## src/rtl/inv_pkg.sv

```systemverilog
// rtl/inv_pkg.sv - shared constants and types for the inverting filter bank
// Purpose: default parameter values, glitch counter width/type and the
//          counter-width helper used by inv_filt_chan and inv_filt_bank.
// Ports:   none (package).
package inv_pkg;

  localparam int INV_WIDTH_DEF = 8;
  localparam int INV_SYNC_DEF  = 2;
  localparam int INV_FILT_DEF  = 4;
  localparam int GLITCH_CNT_W  = 16;

  typedef logic [GLITCH_CNT_W-1:0] glitch_cnt_t;

  // Filter counter width: enough to hold FILT_CYCLES-1, never less than 1 bit.
  function automatic int cnt_width(input int n);
    return (n > 1) ? $clog2(n) : 1;
  endfunction

endpackage

```

## src/rtl/inv_filt_chan.sv

```systemverilog
// rtl/inv_filt_chan.sv - one channel: synchroniser, debounce counter, filtered level
// Purpose: brings one asynchronous input into the clock domain and accepts a
//          new level only after it has persisted FILT_CYCLES enabled cycles.
// Ports:   i_clk       system clock
//          i_resetn    synchronous active-low reset
//          i_a         asynchronous raw input
//          i_enable    1 = filter runs, 0 = filter state frozen
//          o_filt      registered filtered level
//          o_filt_next value o_filt takes at the coming edge
//          o_glitch    a mismatch is being rejected at the coming edge
module inv_filt_chan
  import inv_pkg::*;
#(
  parameter int SYNC_STAGES = INV_SYNC_DEF,
  parameter int FILT_CYCLES = INV_FILT_DEF
) (
  input  logic i_clk,
  input  logic i_resetn,
  input  logic i_a,
  input  logic i_enable,
  output logic o_filt,
  output logic o_filt_next,
  output logic o_glitch
);

  localparam int                CNT_W   = cnt_width(FILT_CYCLES);
  localparam logic [CNT_W-1:0]  CNT_MAX = CNT_W'(FILT_CYCLES - 1);
  localparam logic [CNT_W-1:0]  CNT_ONE = CNT_W'(1);

  logic [SYNC_STAGES-1:0] r_sync;
  logic [CNT_W-1:0]       r_cnt;
  logic                   r_filt;

  logic                   w_so;
  logic                   w_mismatch;
  logic                   w_filt_next;
  logic [CNT_W-1:0]       w_cnt_next;

  assign w_so       = r_sync[SYNC_STAGES-1];
  assign w_mismatch = (w_so != r_filt);

  always_comb begin
    w_filt_next = r_filt;
    w_cnt_next  = r_cnt;
    if (i_enable) begin
      if (!w_mismatch) begin
        w_cnt_next = '0;
      end else if (r_cnt == CNT_MAX) begin
        w_filt_next = w_so;
        w_cnt_next  = '0;
      end else begin
        w_cnt_next = r_cnt + CNT_ONE;
      end
    end
  end

  // The synchroniser runs regardless of i_enable so it never holds stale data.
  always_ff @(posedge i_clk) begin
    if (!i_resetn) begin
      r_sync <= '0;
      r_cnt  <= '0;
      r_filt <= 1'b0;
    end else begin
      r_sync <= {r_sync[SYNC_STAGES-2:0], i_a};
      r_cnt  <= w_cnt_next;
      r_filt <= w_filt_next;
    end
  end

  assign o_filt      = r_filt;
  assign o_filt_next = w_filt_next;
  // Level went back to the accepted value before the count completed.
  assign o_glitch    = i_enable && !w_mismatch && (r_cnt != '0);

endmodule

```

## src/rtl/inv_filt_bank.sv

```systemverilog
// rtl/inv_filt_bank.sv - bank of WIDTH synchronised, debounced, polarity-selectable inputs
// Purpose: conditions asynchronous pins into registered levels Y with a
//          one-cycle Changed strobe per channel.
// Ports:   Clock        system clock
//          nReset       synchronous active-low reset
//          A            asynchronous raw inputs
//          Invert       per-channel polarity (1 = Y is inverted filtered level)
//          Enable       1 = filters run, 0 = filters frozen
//          Y            registered conditioned outputs
//          Changed      one-cycle pulse when a channel's filtered level flips
//          ClearCount   (INV_FILT_GLITCH_CNT_EN only) clears GlitchCount
//          GlitchCount  (INV_FILT_GLITCH_CNT_EN only) saturating rejected-glitch count
// Macro:   INV_FILT_GLITCH_CNT_EN adds the glitch counter and its two ports.
module inv_filt_bank
  import inv_pkg::*;
#(
  parameter int WIDTH       = INV_WIDTH_DEF,
  parameter int SYNC_STAGES = INV_SYNC_DEF,
  parameter int FILT_CYCLES = INV_FILT_DEF
) (
  input  logic                    Clock,
  input  logic                    nReset,
  input  logic [WIDTH-1:0]        A,
  input  logic [WIDTH-1:0]        Invert,
  input  logic                    Enable,
`ifdef INV_FILT_GLITCH_CNT_EN
  input  logic                    ClearCount,
  output logic [GLITCH_CNT_W-1:0] GlitchCount,
`endif
  output logic [WIDTH-1:0]        Y,
  output logic [WIDTH-1:0]        Changed
);

  logic [WIDTH-1:0] w_filt;
  logic [WIDTH-1:0] w_filt_next;
  logic [WIDTH-1:0] w_glitch;

  logic [WIDTH-1:0] r_y;
  logic [WIDTH-1:0] r_flip;
  logic [WIDTH-1:0] r_changed;

  for (genvar g = 0; g < WIDTH; g++) begin : g_chan
    inv_filt_chan #(
      .SYNC_STAGES (SYNC_STAGES),
      .FILT_CYCLES (FILT_CYCLES)
    ) u_chan (
      .i_clk       (Clock),
      .i_resetn    (nReset),
      .i_a         (A[g]),
      .i_enable    (Enable),
      .o_filt      (w_filt[g]),
      .o_filt_next (w_filt_next[g]),
      .o_glitch    (w_glitch[g])
    );
  end

  // Y samples the registered filt, so it shows a flip one edge after filt
  // moves; the flip is staged once in r_flip so Changed rises with Y.
  always_ff @(posedge Clock) begin
    if (!nReset) begin
      r_y       <= '0;
      r_flip    <= '0;
      r_changed <= '0;
    end else begin
      r_y       <= w_filt ^ Invert;
      r_flip    <= w_filt_next ^ w_filt;
      r_changed <= r_flip;
    end
  end

  assign Y       = r_y;
  assign Changed = r_changed;

`ifdef INV_FILT_GLITCH_CNT_EN
  glitch_cnt_t r_gcnt;

  always_ff @(posedge Clock) begin
    if (!nReset) begin
      r_gcnt <= '0;
    end else if (ClearCount) begin
      r_gcnt <= '0;
    end else if ((|w_glitch) && (r_gcnt != '1)) begin
      r_gcnt <= r_gcnt + glitch_cnt_t'(1);
    end
  end

  assign GlitchCount = r_gcnt;
`else
  logic w_unused_glitch;
  assign w_unused_glitch = ^w_glitch;
`endif

endmodule

```

## config.mk

```make
export PLATFORM = sky130hd
export DESIGN_NAME = inv_filt_bank
export DESIGN_NICKNAME = d
export VERILOG_FILES = /design/src/rtl/inv_pkg.sv /design/src/rtl/inv_filt_chan.sv /design/src/rtl/inv_filt_bank.sv
export SDC_FILE = /design/constraint.sdc
export NUM_CORES = 1
export LEC_CHECK = 0
export CAP_MARGIN = 20
export CORE_ASPECT_RATIO = 0.75
export CORE_MARGIN = 3
export CORE_UTILIZATION = 50
export CTS_CLUSTER_SIZE = 30
export DETAILED_ROUTE_END_ITERATION = 8
export HOLD_SLACK_MARGIN = 0.03
export PLACE_DENSITY = 0.76
export SETUP_SLACK_MARGIN = 0.5
export SLEW_MARGIN = 40
export SYNTH_ARGS = -nofsm -noshare
export SYNTH_HDL_FRONTEND = slang
export SYNTH_SLANG_ARGS = --single-unit
export TNS_END_PERCENT = 20
```

## constraint.sdc

```tcl
create_clock -name Clock -period 3.2 [get_ports Clock]
set_input_delay 0.48 -clock Clock [delete_from_list [all_inputs] [get_ports Clock]]
set_output_delay 0.48 -clock Clock [all_outputs]
set_load 0.005 [all_outputs]
```

==> impl_summary.log <==
INFO  metric finalHoldViolCount = 0
INFO  metric core.rowCount = 20
INFO  metric multiInputGateArea = 947 sq um
INFO  metric setup_repair_after_global_routing_missed_its_margin = no
INFO  metric layout_commonest_cell = sky130_fd_sc_hd__dfxtp_1
INFO  metric chipHeight = 64.7 um
INFO  metric antenna_cells = 0
INFO  metric cts-root-to-sink-buffers = 2
INFO  metric routed-via-count = 1,516
INFO  metric sequential_cell_area = 1280 sq um
INFO  metric critical_path_class = input port to register
INFO  metric fmax = 579 MHz
INFO  metric setup_ws_post_layout = 1470 ps
INFO  metric reg2reg_to = g_chan[0].u_chan.r_cnt[0]
INFO  metric global_route_wire_length_before_repair = 6.90 mm
INFO  metric drcViolationCount = 0
INFO  metric worst_hold_path_type = register to register
INFO  metric route.met2.wl = 1.90 mm
INFO  metric hold_slack = 432 ps
INFO  metric transition_time_at_the_pin_with_the_least_slew_margin = 558 ps
INFO  metric placement.io_buffers = 34
INFO  metric globalRoute.totalOverflow = 0
INFO  metric clkPwrFrac = 41.7%
INFO  metric antenna_violating_nets_post_route = 0
INFO  metric cell_internal_pwr = 1210 uW
INFO  metric dieWidth = 84.2 um
INFO  metric groute.usage.overall = 16.8%
INFO  metric cp-start-kind = input port
INFO  metric io_pins = 35
INFO  metric hold_fix_buffer_count_after_cts = 0
INFO  metric synth-seq-cells = 64
INFO  metric wl_met3 = 266 um
INFO  metric crit_path_max_incr_delay = 460 ps
INFO  metric synth_warnings = 0
INFO  metric cells_resized_by_post_cts_repair = 0
INFO  metric worstPathArrival = 1990 ps
INFO  metric power.share.sequential = 52.9%
INFO  metric timing.hold.worst_path_depth = 1
INFO  metric synthCells = 199
INFO  metric yosys.cell_types.count = 18
INFO  metric core_region = 4230 sq um
INFO  metric post-cts-setup-buffer-count = 0
INFO  metric clkLatencyLatePin = 340 ps
INFO  metric slew_viol_final = 0
INFO  metric syn_area = 2290 sq um
INFO  metric final_period_demand_of_the_worst_path = 1730 ps
INFO  metric cts.clk_slew.worst_paths = 70 ps
INFO  metric combinationalPowerShare = 5.4%
INFO  metric totalNegativeSetupSlack = 0 ps
INFO  metric clock_tree.root_cell = sky130_fd_sc_hd__clkbuf_8
INFO  metric max-vdd-ir-drop = 0.000302 V
INFO  metric max-cap-violations = 0
INFO  metric hold_worst_path_end = g_chan[4].u_chan.r_sync[1]
INFO  metric drt_first_iter_violations = 76
INFO  metric switching_power = 341 uW
INFO  metric leakage = 0.00123 uW
INFO  metric dr.pass1.iters = 4
INFO  metric timing.critical_path.cells = clkdlybuf4s50_1 -> buf_4 -> inv_1 -> a21oi_1
INFO  metric met1Wirelength = 1.75 mm
INFO  metric tritoncts_clock_tree = built
INFO  metric layout_area_overhead = 23.6%
INFO  metric reg2reg_depth = 3
INFO  metric viasPerCell = 5.17
INFO  metric report.final.setup_viol = 0
INFO  metric design_area = 2830 sq um
INFO  metric mostFrequentLayoutCells = sky130_fd_sc_hd__dfxtp_1, sky130_fd_sc_hd__clkdlybuf4s50_1, sky130_fd_sc_hd__and2_1
INFO  metric worstPathMaxFanout = 57
INFO  metric cts_htree_levels = 3
INFO  metric fin_nets = 260
INFO  metric post-place-ws = 1120 ps
INFO  metric worst_ep_required_time = 3460 ps
INFO  metric die_area = 5440 sq um
INFO  metric post_route_cells_drive_above_1_share = 12.2%
INFO  metric pin_count_of_the_biggest_net_entering_global_routing = 58
INFO  metric grt_pass1_vias = 1,541
INFO  metric cts_buffers = 9
INFO  metric final_replace_weighted_congestion = 0.722
INFO  metric timing.max_slew.rel_slack = 62.7%
INFO  metric starting_density = 54.2%
INFO  metric routed_wirelength = 3.97 mm
INFO  metric power_density = 548 nW/um^2
INFO  metric timing.critical_path.slowest_stage_cell = sky130_fd_sc_hd__clkdlybuf4s50_1
INFO  metric finalClockSkew = 4.22 ps
INFO  metric critical_path.endpoint_type = register
INFO  metric outcome = finished, final reports clean
INFO  metric critical_path.reg2reg.startpoint = g_chan[0].u_chan.r_cnt[0]
INFO  metric route.detailed.wl_per_inst = 13.5 um
INFO  metric hold_path.startpoint = g_chan[4].u_chan.r_sync[0]
INFO  metric grt_antenna_before_repair = 0
INFO  metric topmost_layer_with_routed_signal_wires = met4
INFO  metric synth_nets = 226
INFO  metric final_worst_path_cycle_share = 54.0%
INFO  metric power.share.switching = 22.0%
INFO  metric fillers = 327
INFO  metric dpl-instance-area = 2650 sq um
INFO  metric cts.sink_count = 64
INFO  metric r2r_slack = 2050 ps
INFO  metric dp_hpwl = 2.51 mm
INFO  metric postSynthAreaPerCell = 11.5 sq um
INFO  metric seq_area_frac_synth = 55.9%
## worst max-delay path: cells and delay by family
kind | cells | cell delay, ps
buffers and inverters | 3 | 1250
AOI/OAI and AO/OA | 1 | 230
## worst max path at each step
stage                                      to   start  slack (ps)
floorplan           g_chan[0].u_chan.r_cnt[0]  nReset        2070
global placement    g_chan[2].u_chan.r_cnt[1]  Enable         870
detailed placement                  r_flip[2]  nReset        1120
CTS                                 r_flip[2]  nReset        1500
global route          g_chan[0].u_chan.o_filt  nReset        1330
finish                g_chan[0].u_chan.o_filt  nReset        1470
## cell families after synthesis
family                     Yosys count  share of synthesized area, %
xor gates and xnor gates            16                          6.11
and+or+nand+nor                     65                          18.6
buffers and inverters               14                          2.84
adders and majority gates            8                          4.36
DFF                                 64                          55.9
AOI/OAI and AO/OA                   32                          12.2
## flip-flops by register name, indices dropped and copies added, names as in the netlist
name,cells
Changed,8
Y,8
g_chan.u_chan.o_filt,8
g_chan.u_chan.r_cnt,16
g_chan.u_chan.r_sync,16
r_flip,8
## routing by layer
layer  GRT usage, %  up-vias
met5              0        -
li1               -      773
met3           8.77        4
met1           18.4      703
met2           26.4       36
met4           9.04        0
## through the flow
| step | total power, uW | util (%) | std cells |
|---|---|---|---|
| 2_1_floorplan | 882 | - | 199 |
| 3_3_place_gp | 919 | 62.7 | 277 |
| 3_5_place_dp | 924 | 62.6 | 277 |
| 4_1_cts | 1580 | 67.0 | 293 |
| 5_1_grt | 1630 | 67.0 | 293 |
| 6_report | 1550 | 67.0 | 293 |
## cells in the mapped netlist, drive strengths merged
master	n	area, sq um
xor2	8	70.1
a21bo	8	80.1
a32o	16	160
and2	25	156
a21oi	8	40.0
and3	15	93.8
clkbuf	2	7.51
nor2b	1	6.26
xnor2	8	70.1
ha	8	100
dfxtp	64	1280
and4bb	8	100
buf	10	50.1
nand3	8	40.0
nor2	8	30.0
inv	2	7.50
## power by group through the flow
stage,combinational (uW),clock (uW),sequential [uW]
after CTS,85.3,671,821
after detailed placement,84.8,0,839
after global placement,81.2,0,838
after floorplan,43.4,0,838
final,84.4,648,821
after global routing,92.9,713,822
## layout make-up
class	instances	share of cell area (%)
repair buffers	35	12.1
multi-input cells	121	33.4
well taps	55	2.43
clock buffers	9	4.37
flip-flops and latches	64	45.2
clock inverters	7	2.21
inverters	2	0.265
No activity file was read; power rests on OpenSTA's default activity.
